$ cat src/rtl/cpu_pkg.sv
// Shared defaults and constants for the CPU register-file slice.
package cpu_pkg;

  localparam int unsigned DEFAULT_DATA_W = 32;
  localparam int unsigned DEFAULT_ADDR_W = 5;
  localparam int unsigned REG_COUNT      = 2 ** DEFAULT_ADDR_W;
  localparam int unsigned ZERO_REG       = 0;

endpackage

$ cat src/rtl/cpu_scoreboard.sv
// Load scoreboard: one busy bit per register, plus hazard flags for two read ports.
module cpu_scoreboard
  import cpu_pkg::*;
#(
  parameter int unsigned ADDR_W = DEFAULT_ADDR_W
) (
  input  logic              clk,
  input  logic              rst,
  input  logic              set_en,
  input  logic [ADDR_W-1:0] set_addr,
  input  logic              clr_en,
  input  logic [ADDR_W-1:0] clr_addr,
  input  logic [ADDR_W-1:0] qa,
  input  logic [ADDR_W-1:0] qb,
  output logic              haz_a,
  output logic              haz_b
);

  localparam int unsigned NRegs = 2 ** ADDR_W;

  logic [NRegs-1:0] busy_q, busy_d;

  // Set is applied after clear so a newly issued load supersedes a completing one.
  always_comb begin
    busy_d = busy_q;
    if (clr_en) begin
      busy_d[clr_addr] = 1'b0;
    end
    if (set_en && (set_addr != ADDR_W'(ZERO_REG))) begin
      busy_d[set_addr] = 1'b1;
    end
    busy_d[ZERO_REG] = 1'b0;
  end

  always_ff @(posedge clk) begin
    if (rst) begin
      busy_q <= '0;
    end else begin
      busy_q <= busy_d;
    end
  end

  // A load completing this cycle resolves the hazard immediately.
  assign haz_a = busy_q[qa] && !(clr_en && (clr_addr == qa));
  assign haz_b = busy_q[qb] && !(clr_en && (clr_addr == qb));

endmodule

$ cat src/rtl/cpu_regfile_read.sv
// Register file with writeback bypass, load scoreboard stall and registered operand outputs.
module cpu_regfile_read
  import cpu_pkg::*;
#(
  parameter int unsigned DATA_W = DEFAULT_DATA_W,
  parameter int unsigned ADDR_W = DEFAULT_ADDR_W
) (
  input  logic              clk,
  input  logic              rst,
  input  logic              wb_en,
  input  logic [ADDR_W-1:0] wb_addr,
  input  logic [DATA_W-1:0] wb_data,
  input  logic              wb_load,
  input  logic              iss_load,
  input  logic [ADDR_W-1:0] iss_rd,
  input  logic              req_valid,
  input  logic [ADDR_W-1:0] req_ra,
  input  logic [ADDR_W-1:0] req_rb,
  output logic              req_ready,
  output logic              out_valid,
  output logic [DATA_W-1:0] out_a,
  output logic [DATA_W-1:0] out_b
);

  localparam int unsigned NRegs = 2 ** ADDR_W;

  logic [DATA_W-1:0] regs_q [NRegs];
  logic              haz_a, haz_b;
  logic              accept;
  logic [DATA_W-1:0] rd_a, rd_b;

  cpu_scoreboard #(
    .ADDR_W(ADDR_W)
  ) u_scoreboard (
    .clk     (clk),
    .rst     (rst),
    .set_en  (iss_load),
    .set_addr(iss_rd),
    .clr_en  (wb_en && wb_load),
    .clr_addr(wb_addr),
    .qa      (req_ra),
    .qb      (req_rb),
    .haz_a   (haz_a),
    .haz_b   (haz_b)
  );

  assign req_ready = !(haz_a || haz_b);
  assign accept    = req_valid && req_ready;

  // Same-cycle writeback is forwarded so the consumer never sees stale data.
  always_comb begin
    rd_a = regs_q[req_ra];
    rd_b = regs_q[req_rb];
    if (wb_en && (wb_addr == req_ra)) rd_a = wb_data;
    if (wb_en && (wb_addr == req_rb)) rd_b = wb_data;
    if (req_ra == ADDR_W'(ZERO_REG)) rd_a = '0;
    if (req_rb == ADDR_W'(ZERO_REG)) rd_b = '0;
  end

  always_ff @(posedge clk) begin
    if (rst) begin
      for (int i = 0; i < NRegs; i++) begin
        regs_q[i] <= '0;
      end
    end else if (wb_en && (wb_addr != ADDR_W'(ZERO_REG))) begin
      regs_q[wb_addr] <= wb_data;
    end
  end

  always_ff @(posedge clk) begin
    if (rst) begin
      out_valid <= 1'b0;
      out_a     <= '0;
      out_b     <= '0;
    end else if (accept) begin
      out_valid <= 1'b1;
      out_a     <= rd_a;
      out_b     <= rd_b;
    end else begin
      out_valid <= 1'b0;
    end
  end

endmodule

$ cat config.mk
export PLATFORM = sky130hd
export DESIGN_NAME = cpu_regfile_read
export DESIGN_NICKNAME = d
export VERILOG_FILES = /design/src/rtl/cpu_pkg.sv /design/src/rtl/cpu_scoreboard.sv /design/src/rtl/cpu_regfile_read.sv
export SDC_FILE = /design/constraint.sdc
export NUM_CORES = 2
export LEC_CHECK = 0
export ABC_AREA = 1
export BUFFER_PORTS_ARGS = -buffer_cell sky130_fd_sc_hd__buf_2
export CELL_PAD_IN_SITES_DETAIL_PLACEMENT = 0
export CELL_PAD_IN_SITES_GLOBAL_PLACEMENT = 1
export CORE_ASPECT_RATIO = 0.75
export CORE_UTILIZATION = 43
export DETAILED_ROUTE_END_ITERATION = 7
export GPL_ROUTABILITY_DRIVEN = 0
export GPL_TIMING_DRIVEN = 1
export PLACE_DENSITY = 0.81
export SYNTH_ARGS = -nofsm -noshare
export SYNTH_HDL_FRONTEND = slang
export SYNTH_HIERARCHICAL = 1
export SYNTH_SLANG_ARGS = --single-unit
$ cat constraint.sdc
create_clock -name clk -period 2.55 [get_ports clk]
set_clock_uncertainty 0.1 [all_clocks]
set_input_delay 0.1275 -clock clk [delete_from_list [all_inputs] [get_ports clk]]
set_output_delay 0.1275 -clock clk [all_outputs]
set_load 0.03 [all_outputs]
==> impl_metrics.csv <==
group,metric,value,unit
run_status,outcome,"complete, but fails checks",
run_status,violations,"max-capacitance violations",
critical_path,start_kind,"input port",
yosys,synthSimpleGateAreaFrac,36.1,%
yosys,ys_ff_latch,1120,
sta,setup_ws,166,ps
critical_path,r2r_cells,16,
min_path,hold_class,"in2reg",
power_and_ir_drop,total_power,46.8,mW
critical_path,endpoint,"u_scoreboard/busy_q[21]",
clock_tree,root_buffer,"clkbuf_16",
floorplanning,die_x,447,um
drt,drt.antenna.violating_nets,0,
drt,drt_wl_total,265000,um
yosys,synthMuxAreaShare,0,%
yosys,syn-cell-area,0.0639,mm^2
critical_path,r2r_slack,240,ps
clock_tree,cts_buffers,118,
sta,slew_violations,0,
clock_tree,cts_setup_buffers,0,
clock_tree,cts.path.max_buffers,3,
layout,areaGrowthSynthToFinish,16.8,%
sta,rsz0062_at_grt,"false",
yosys,synth_compound_area_share,3.27,%
critical_path,crit_fanout,5,
power_and_ir_drop,power.switching,13.5,mW
yosys,yosysWarnings,6,
sta,fmax,419,MHz
layout,nFillCells,14083,
drt,drtPass1Iterations,7,
clock_tree,clock_latency,800,ps
clock_tree,cts_sinks,1120,
floorplanning,ioPinCount,124,
yosys,postSynthAreaPerCell,7.31,um^2
floorplanning,initial_utilization,43.3,%
critical_path,startpoint,"iss_rd[2]",
placement,io_buffers,123,
power_and_ir_drop,internal-power,33.2,mW
floorplanning,core,0.148,mm^2
sta,post-route-period-util,93.5,%
critical_path,cpMostUsedCell,"dlygate4sd3_1",
floorplanning,die_h,336,um
drt,vias,61838,
yosys,synthAdderAreaFrac,0,%
power_and_ir_drop,p_clk_share,38.8,%
power_and_ir_drop,p_leak,34.0,nW
power_and_ir_drop,peakVddDrop,558,uV
sta,relSlewSlack,1.49,%
placement,dp_slack,-509,ps
grt,grt_use_total,34.7,%
grt,antenna_found_initial,8,
grt,grt_pass1_vias,56647,
drt,avgViaCountPerCell,5.65,
critical_path,worstSetupPathType,"in2reg",
flow_run,drv_cap,1,
layout,drive_gt1_share,9.19,%
critical_path,required,3180,ps
grt,grt_start_max_net_pins,113,
layout,design_area,0.0747,mm^2
placement,place_hpwl,162000,um
sta,finalSetupViolCount,0,
floorplanning,std_cell_rows,122,
drt,drc,0,
critical_path,path_cells,"dlygate4sd3_1, buf_2, inv_1, nor3_2, dlygate4sd3_1, nand2_1, dlygate4sd3_1, a21oi_1, dlygate4sd3_1",
sta,worstMarginPinSlew,1470,ps
clock_tree,path_clk_slew,60,ps
drt,wl_per_cell,24.2,um
yosys,synth_top_family_by_area,"simple AND/OR/NAND/NOR gates",
critical_path,slowest_delay,640,ps
critical_path,cp_slowest_cell,"dlygate4sd3_1",
clock_tree,cts_tree,"done",
power_and_ir_drop,p_per_area,626,mW/mm^2
critical_path,r2r_end,"out_b[2]",
power_and_ir_drop,p_comb_share,15.3,%
drt,drt_iter0_drc,9982,
power_and_ir_drop,seqPwrFrac,45.9,%
layout,insertedDiodeCount,0,
critical_path,arrival,3020,ps
clock_tree,cts_max_level,3,
critical_path,r2r-start,"u_scoreboard/busy_q[11]",
sta,fin_crit,2380,ps
yosys,synthDistinctLibCells,28,
sta,hold_slack,76.2,ps
power_and_ir_drop,p_sw_share,28.9,%
floorplanning,dieArea,0.150,mm^2
critical_path,cp-end-kind,"flip-flop",
placement,dpl_cell_area,0.0701,mm^2
yosys,synthCells,8748,
grt,grt_overflow,0,
yosys,synth_xor_area_share,0,%
yosys,ys_seq_area_share,51.1,%
grt,grt_pass1_wl,383000,um
sta,hold_viol,0,
sta,finalSetupTns,0,ps
layout,final_nets,8908,
Yosys cell counts (all sizes together):
cell | instances | share of area (%)
clkinv | 1 | 0.0059
nand4 | 1 | 0.0098
dfxtp | 96 | 3.0
buf | 291 | 2.3
or2 | 1 | 0.0098
inv | 853 | 5.0
o21ai | 129 | 1.0
nand2 | 2936 | 17
nor3 | 18 | 0.19
a21oi | 167 | 1.3
nor2 | 1611 | 9.5
o22ai | 12 | 0.12
clkbuf | 362 | 2.1
edfxtp | 1024 | 48
o41ai | 1 | 0.025
nand3 | 1176 | 9.2
o211ai | 68 | 0.81
conb | 1 | 0.0059
critical path, delay by kind of cell:
family / cells / cell delay, ps
and+or+nand+nor: 2 / 230
AOI/OAI and AO/OA: 1 / 130
buffers and inverters: 6 / 2530
what timing repair did:
action | CTS | global route
hold buffers | 60 | 0
resized for setup | 0 | 1
setup endpoints to repair | 0 | 11
hold endpoints to repair | 1013 | 0
layer usage:
layer | vias up | GRT usage [%] | part of all wire [%]
li1 | 27812 | - | -
met1 | 28983 | 49.4 | 40
met2 | 4318 | 49.8 | 41
met3 | 715 | 7.83 | 14
met4 | 10 | 16.3 | 5.3
met5 | - | 0 | 0.021
cell usage in the layout (no fill, tap or decap), types with 13 or more instances in the layout:
| cell | synthesis | final |
|---|---|---|
| dlygate4sd3_1 | 0 | 58 |
| edfxtp_1 | 1024 | 1024 |
| clkbuf_1 | 361 | 19 |
| o21ai_0 | 129 | 129 |
| bufinv_16 | 0 | 13 |
| dfxtp_1 | 96 | 96 |
| buf_4 | 49 | 239 |
| nor3_1 | 13 | 13 |
| inv_1 | 849 | 843 |
| clkinv_2 | 0 | 29 |
| nand3_1 | 1176 | 1174 |
| conb_1 | 1 | 32 |
| nor2_1 | 1609 | 1605 |
| o211ai_1 | 67 | 67 |
| clkbuf_16 | 0 | 122 |
| nand2_2 | 2 | 65 |
| buf_12 | 0 | 187 |
| clkinv_1 | 1 | 21 |
| nand2_1 | 2934 | 2870 |
| buf_2 | 161 | 114 |
| a21oi_1 | 167 | 167 |
final cells by class:
class | instances | area [um^2] | area share (%)
timing repair buffer | 604 | 6770 | 9.06
clock buffer | 143 | 3150 | 4.22
multi-input combinational | 6152 | 25500 | 34.2
clock inverter | 81 | 821 | 1.10
sequential | 1120 | 32700 | 43.8
tap | 1984 | 2480 | 3.32
inverter | 854 | 3240 | 4.33
worst min path at each step:
stage                     startpoint                      end  cells after the start
final                      req_rb[3]                out_b[20]                      7
after global routing      wb_addr[4]  u_scoreboard/busy_q[28]                      5
after CTS                 wb_addr[4]  u_scoreboard/busy_q[31]                      5
after detailed placement    out_a[2]                 out_a[2]                      2
after global placement     out_a[30]                out_a[30]                      2
after floorplan                  rst   u_scoreboard/busy_q[4]                      1
power groups by stage:
stage	Clock [mW]	Sequential (mW)	Combinational, mW
3_3_place_gp	0	21.8	6.81
3_5_place_dp	0	21.8	6.86
5_1_grt	18.9	21.6	7.64
6_report	18.1	21.5	7.15
4_1_cts	18.3	21.4	6.95
2_1_floorplan	0	21.9	3.80
sequential cells by signal, indices dropped and copies added (netlist names):
name,count
regs_q,1024
out_a,32
out_b,32
u_scoreboard/busy_q,31
out_valid,1
stage by stage:
stage	util, %	instances
floorplan	-	8779
global placement	47.5	10656
detailed placement	47.5	10656
CTS	50.6	10940
global route	50.6	10938
finish	50.6	10938
cell families (layout without fill, tap and decap cells):
logic type,count (synthesis),after routing
flip-flops,1120,1120
AO/OA/AOI/OAI,377,377
buffers and inverters,1507,1682
AND/OR/NAND/NOR,5743,5743
other,1,32
Note: power is estimated with default switching activity, not from simulation.
